### src/rtl/rv_enc_pkg.sv
// Shared constants for the RV32I instruction encoder: opcodes, bundle kinds, FSM states.
package rv_enc_pkg;

    localparam logic [6:0] OP_R      = 7'b0110011;
    localparam logic [6:0] OP_LOAD   = 7'b0000011;
    localparam logic [6:0] OP_STORE  = 7'b0100011;
    localparam logic [6:0] OP_BRANCH = 7'b1100011;

    typedef enum logic [1:0] {
        K_R   = 2'b00,
        K_LW  = 2'b01,
        K_SW  = 2'b10,
        K_BEQ = 2'b11
    } kind_e;

    typedef enum logic [1:0] {
        S_IDLE  = 2'b00,
        S_LOAD  = 2'b01,
        S_WRITE = 2'b10,
        S_DONE  = 2'b11
    } state_e;

endpackage

### src/rtl/rv_instr_pack.sv
// Combinational packer: instruction fields to a 32-bit RV32I word (R, lw, sw, beq only).
module rv_instr_pack
    import rv_enc_pkg::*;
(
    input  logic [1:0]  kind,
    input  logic [4:0]  rd,
    input  logic [4:0]  rs1,
    input  logic [4:0]  rs2,
    input  logic [2:0]  funct3,
    input  logic [6:0]  funct7,
    input  logic [12:0] imm,
    output logic [31:0] word
);

    always_comb begin
        word = '0;
        case (kind_e'(kind))
            K_R:   word = {funct7, rs2, rs1, funct3, rd, OP_R};
            K_LW:  word = {imm[11:0], rs1, funct3, rd, OP_LOAD};
            K_SW:  word = {imm[11:5], rs2, rs1, funct3, imm[4:0], OP_STORE};
            K_BEQ: word = {imm[12], imm[10:5], rs2, rs1, funct3, imm[4:1], imm[11], OP_BRANCH};
            default: word = '0;
        endcase
    end

endmodule

### src/rtl/rv_instr_enc.sv
// Sequential instruction encoder / imem loader: one bundle per 2 cycles to consecutive addresses.
// Define RV_ENC_CHECK_EN to enable the sticky immediate-range error flag.
module rv_instr_enc
    import rv_enc_pkg::*;
#(
    parameter int ADDR_W = 6
) (
    input  logic              clk,
    input  logic              reset,
    input  logic              start,
    input  logic              in_valid,
    output logic              in_ready,
    input  logic [1:0]        in_kind,
    input  logic [4:0]        in_rd,
    input  logic [4:0]        in_rs1,
    input  logic [4:0]        in_rs2,
    input  logic [2:0]        in_funct3,
    input  logic [6:0]        in_funct7,
    input  logic [12:0]       in_imm,
    input  logic              in_last,
    output logic              imem_we,
    output logic [ADDR_W-1:0] imem_addr,
    output logic [31:0]       imem_wdata,
    output logic              busy,
    output logic              done,
    output logic [ADDR_W:0]   count,
    output logic              err
);

    state_e            state, nstate;
    logic [ADDR_W-1:0] ptr;
    logic              last_q;
    logic [31:0]       enc;
    logic              hs;

    rv_instr_pack u_pack (
        .kind   (in_kind),
        .rd     (in_rd),
        .rs1    (in_rs1),
        .rs2    (in_rs2),
        .funct3 (in_funct3),
        .funct7 (in_funct7),
        .imm    (in_imm),
        .word   (enc)
    );

    assign hs = in_valid & in_ready;

    always_ff @(posedge clk) begin
        if (reset) state <= S_IDLE;
        else       state <= nstate;
    end

    // Last address reached ends the load even without in_last; the pointer never wraps into use.
    always_comb begin
        nstate = state;
        case (state)
            S_IDLE, S_DONE: if (start) nstate = S_LOAD;
            S_LOAD:         if (in_valid) nstate = S_WRITE;
            S_WRITE:        nstate = (last_q || (&ptr)) ? S_DONE : S_LOAD;
            default:        nstate = S_IDLE;
        endcase
    end

    always_comb begin
        in_ready = (state == S_LOAD);
        busy     = (state == S_LOAD) || (state == S_WRITE);
        done     = (state == S_DONE);
    end

    always_ff @(posedge clk) begin
        if (reset) begin
            ptr        <= '0;
            count      <= '0;
            last_q     <= 1'b0;
            imem_we    <= 1'b0;
            imem_addr  <= '0;
            imem_wdata <= '0;
        end else begin
            case (state)
                S_IDLE, S_DONE: if (start) begin
                    ptr   <= '0;
                    count <= '0;
                end
                S_LOAD: if (hs) begin
                    imem_we    <= 1'b1;
                    imem_addr  <= ptr;
                    imem_wdata <= enc;
                    last_q     <= in_last;
                end
                S_WRITE: begin
                    imem_we <= 1'b0;
                    ptr     <= ptr + ADDR_W'(1);
                    count   <= count + (ADDR_W+1)'(1);
                end
                default: ;
            endcase
        end
    end

`ifdef RV_ENC_CHECK_EN
    logic bad;
    assign bad = ((in_kind == K_BEQ) && in_imm[0]) ||
                 (((in_kind == K_LW) || (in_kind == K_SW)) && (in_imm[12] != in_imm[11]));

    always_ff @(posedge clk) begin
        if (reset)                                                   err <= 1'b0;
        else if (start && (state == S_IDLE || state == S_DONE))      err <= 1'b0;
        else if (hs && bad)                                          err <= 1'b1;
    end
`else
    assign err = 1'b0;
`endif

endmodule

### config.mk
export PLATFORM = sky130hd
export DESIGN_NAME = rv_instr_enc
export DESIGN_NICKNAME = d
export VERILOG_FILES = /design/src/rtl/rv_enc_pkg.sv /design/src/rtl/rv_instr_pack.sv /design/src/rtl/rv_instr_enc.sv
export SDC_FILE = /design/constraint.sdc
export NUM_CORES = 1
export LEC_CHECK = 0
export CORE_MARGIN = 5
export CORE_UTILIZATION = 33
export DETAILED_ROUTE_END_ITERATION = 10
export PLACE_DENSITY = 0.67
export RECOVER_POWER = 25
export SLEW_MARGIN = 25
export SYNTH_ARGS = -nofsm -noshare
export SYNTH_HDL_FRONTEND = slang
export SYNTH_SLANG_ARGS = --single-unit
### constraint.sdc
create_clock -name clk -period 1.6 [get_ports clk]
set_input_delay 0.48 -clock clk [delete_from_list [all_inputs] [get_ports clk]]
set_output_delay 0.48 -clock clk [all_outputs]
set_load 0.02 [all_outputs]
==> impl_summary.log <==
INFO  metric grt_use_met1 = 0.177
INFO  metric endpoint_kind = flop
INFO  metric gp_routability_congestion = 0.747
INFO  metric timing.reg2reg.worst_path_depth = 7
INFO  metric insertedDiodeCount = 0
INFO  metric use_met2 = 0.249
INFO  metric power = 3.02 mW
INFO  metric drt_iter0_markers = 54
INFO  metric r2r_slack = -0.07 ns
INFO  metric top_usage_layer = met2
INFO  metric avgRoutedWirePerCell = 13.4 um
INFO  metric globalRouteMet3Util = 0.0325
INFO  metric die_height = 92.3 um
INFO  metric cts_tree = built
INFO  metric final_cells = 467
INFO  metric detailed_routing_iteration_count_for_the_pre_antenna_repair_pass = 4
INFO  metric yosys_reg_bits = 52
INFO  metric criticalPathCategory = flop to flop
INFO  metric grt_pass1_vias = 2144
INFO  metric vias_per_cell = 4.88
INFO  metric violations_in_the_final_reports = negative setup slack
INFO  metric rows = 30
INFO  metric io-pin-count = 95
INFO  metric chipWidth = 92.3 um
INFO  metric cts_buffers = 5
INFO  metric hp-class = flop to flop
INFO  metric htree_num_levels = 2
INFO  metric design.final.nets = 437
INFO  metric final_core_util = 0.544
INFO  metric gr-total-overflow = 0
INFO  metric effective_utilization_at_floorplan = 0.335
INFO  metric reg2reg_to = count[4]$_SDFFE_PP0P_
INFO  metric gr-usage-all-layers = 0.145
INFO  metric min-delay-start = imem_wdata[19]$_SDFFE_PP0P_
INFO  metric finalSetupViolCount = 8
INFO  metric grt_start_max_net_pins = 24
INFO  metric critPathMaxFanout = 5
INFO  metric dp_hpwl = 4.72 mm
INFO  metric die_area = 0.00852 mm^2
INFO  metric outcome = finished with violations
INFO  metric powerDensity = 830 mW/mm^2
INFO  metric synthToLayoutAreaGrowth = 62.6%
INFO  metric drtAntennaViolNets = 0
INFO  metric final.period_utilization = 1.04
INFO  metric layout_setup_ws = -0.0687 ns
INFO  metric cts_hold_buffers = 0
INFO  metric timing.rr.start = state[1]$_SDFFE_PP0P_
INFO  metric num_vias = 2279
INFO  metric final.setup_skew = 0.00558 ns
INFO  metric portBuffers = 91
INFO  metric dp_slack = -0.355 ns
INFO  metric peakVddDrop = 0.000313 V
INFO  metric clk_transition_reported_paths = 0.09 ns
INFO  metric layout_min_cycle_time = 1.67 ns
INFO  metric hold_violations = 0
INFO  metric worstHoldPathCells = 2
INFO  metric synth_seq_area_share = 0.466
INFO  metric clock_insertion_delay_worst_skew = 0.30 ns
INFO  metric unrepaired_setup_endpoints_after_global_routing = yes
INFO  metric worst-endpoint-required = 1.83 ns
INFO  metric final_max_tran_viols = 0
INFO  metric max_freq = 599 MHz
INFO  metric layout-drive-gt1-share = 0.186
INFO  metric worst_hold_path.endpoint = imem_wdata[19]$_SDFFE_PP0P_
INFO  metric ys.warnings.count = 0
INFO  metric drt_drc_violations_left = 0
INFO  metric power.static_leakage = 1.53 nW
INFO  metric clock_sink_count = 52
INFO  metric global_route_wire_length_before_repair = 10.1 mm
INFO  metric post-place-cells = 455
INFO  metric drv.max_cap_violation_count = 0
INFO  metric synthesis.instances = 270
INFO  metric totalWireLength = 6.25 mm
INFO  metric antenna_found_initial = 0
INFO  metric syn-mean-instance-area = 8.28 um^2
INFO  metric synthesis.area = 0.00224 mm^2
INFO  metric core = 0.00668 mm^2
INFO  metric root_buffer = sky130_fd_sc_hd__clkbuf_8
INFO  metric timing.hold.ws = 0.454 ns
INFO  metric cts.path.max_buffers = 2
INFO  metric yosysUniqueCellTypes = 31
INFO  metric cp.arrival = 1.90 ns
INFO  metric crit_path_start_kind = flop
Yosys cell counts:
master / number / area [um^2]
sky130_fd_sc_hd__dfxtp_1: 52 / 1040
sky130_fd_sc_hd__or4_1: 4 / 30.0
sky130_fd_sc_hd__a32o_1: 1 / 10.0
sky130_fd_sc_hd__o31ai_1: 4 / 30.0
sky130_fd_sc_hd__o21ai_0: 15 / 75.1
sky130_fd_sc_hd__buf_6: 1 / 11.3
sky130_fd_sc_hd__or2b_1: 1 / 7.51
sky130_fd_sc_hd__o21a_1: 1 / 7.51
sky130_fd_sc_hd__or2_2: 1 / 6.26
sky130_fd_sc_hd__nor2_1: 23 / 86.3
sky130_fd_sc_hd__buf_2: 6 / 30.0
sky130_fd_sc_hd__a211oi_1: 10 / 75.1
sky130_fd_sc_hd__a41oi_1: 1 / 8.76
sky130_fd_sc_hd__a21oi_1: 32 / 160
sky130_fd_sc_hd__nor3_1: 1 / 5.00
sky130_fd_sc_hd__and2_1: 1 / 6.26
sky130_fd_sc_hd__ha_1: 5 / 62.6
sky130_fd_sc_hd__clkbuf_1: 11 / 41.3
sky130_fd_sc_hd__inv_1: 7 / 26.3
sky130_fd_sc_hd__buf_4: 4 / 30.0
sky130_fd_sc_hd__a211o_1: 1 / 8.76
sky130_fd_sc_hd__nor2b_1: 4 / 25.0
sky130_fd_sc_hd__nand2_1: 50 / 188
sky130_fd_sc_hd__nand3_1: 5 / 25.0
sky130_fd_sc_hd__nand4_1: 1 / 6.26
sky130_fd_sc_hd__or3_1: 7 / 43.8
sky130_fd_sc_hd__conb_1: 1 / 3.75
sky130_fd_sc_hd__a311oi_1: 6 / 52.6
sky130_fd_sc_hd__mux2i_1: 11 / 110
sky130_fd_sc_hd__o21ai_1: 1 / 5.00
sky130_fd_sc_hd__a32oi_1: 2 / 17.5
kinds of logic (layout without fill, tap and decap cells):
kind of cell / Yosys count / count (layout) / share of synthesized area
muxes: 11 / 11 / 0.0492
AOI/OAI and AO/OA: 74 / 74 / 0.201
buffers and inverters: 29 / 144 / 0.0621
adders and majority gates: 5 / 5 / 0.0280
other: 1 / 3 / 0.00168
and+or+nand+nor: 98 / 98 / 0.192
DFF: 52 / 52 / 0.466
power by group:
part	internal (mW)	leakage [nW]	switching, mW
combinational	0.469	1.07	0.429
clock	0.299	0.0410	0.415
sequential	1.37	0.424	0.0378
total	2.14	1.53	0.882
flip-flops by register name, indices dropped and copies added, names as in the netlist:
name,cells
imem_wdata,29
count,7
imem_addr,6
ptr,6
state,2
imem_we,1
last_q,1
timing repair:
action	4_1_cts	5_1_grt
buffers inserted	3	2
resized for setup	84	22
endpoints found under the hold margin	0	0
pin swaps	21	6
setup endpoints to repair	60	35
cloned	1	0
metal layers:
| metal | share of wire | vias to the layer above | wire length, um |
|---|---|---|---|
| li1 | - | 1167 | - |
| met1 | 0.44 | 1035 | 2760 |
| met2 | 0.49 | 69 | 3040 |
| met3 | 0.054 | 8 | 339 |
| met4 | 0.016 | 0 | 102 |
| met5 | 0 | - | 0 |
worst max-delay path, stage by stage (launching register included):
cell and delay (ns):
sky130_fd_sc_hd__dfxtp_4 0.37, sky130_fd_sc_hd__ha_4 0.24, sky130_fd_sc_hd__buf_6 0.12, sky130_fd_sc_hd__mux2i_4 0.19, sky130_fd_sc_hd__buf_6 0.14, sky130_fd_sc_hd__buf_6 0.10, sky130_fd_sc_hd__or3_1 0.30, sky130_fd_sc_hd__a21oi_1 0.14
layout by cell type, fill, tap and decap left out, drive strengths merged, types with 7 or more instances in the layout:
cell type,Yosys,final
dfxtp,52,52
nand2,50,50
dlygate4sd2,0,44
clkdlybuf4s50,0,43
buf,11,43
a21oi,32,32
nor2,23,23
o21ai,16,16
mux2i,11,11
a211oi,10,10
inv,7,7
or3,7,7
stage by stage:
step / setup TNS (ns) / cell area, um^2
3_5_place_dp: -8.56 / 3420
6_report: -0.437 / 3630
2_1_floorplan: -0.191 / 2240
3_3_place_gp: -7.40 / 3420
4_1_cts: -0.659 / 3560
5_1_grt: -0.992 / 3630
worst max path at each step:
stage | cells after the start | end | startpoint
detailed placement | 5 | count[5]$_SDFFE_PP0P_ | start
global placement | 5 | count[6]$_SDFFE_PP0P_ | start
global route | 7 | count[3]$_SDFFE_PP0P_ | state[1]$_SDFFE_PP0P_
finish | 7 | count[4]$_SDFFE_PP0P_ | state[1]$_SDFFE_PP0P_
CTS | 4 | done | state[1]$_SDFFE_PP0P_
floorplan | 7 | count[3]$_SDFFE_PP0P_ | state[0]$_SDFFE_PP0P_
final cells by class:
type | count | area [um^2]
Sequential cell | 52 | 1050
Fill cell | 675 | 3050
Clock buffer | 6 | 72.6
Multi-Input combinational cell | 191 | 1170
Timing Repair Buffer | 130 | 1210
Clock inverter | 1 | 5.00
Inverter | 7 | 28.8
Tap cell | 80 | 100
No activity file was read; power rests on OpenSTA's default activity.
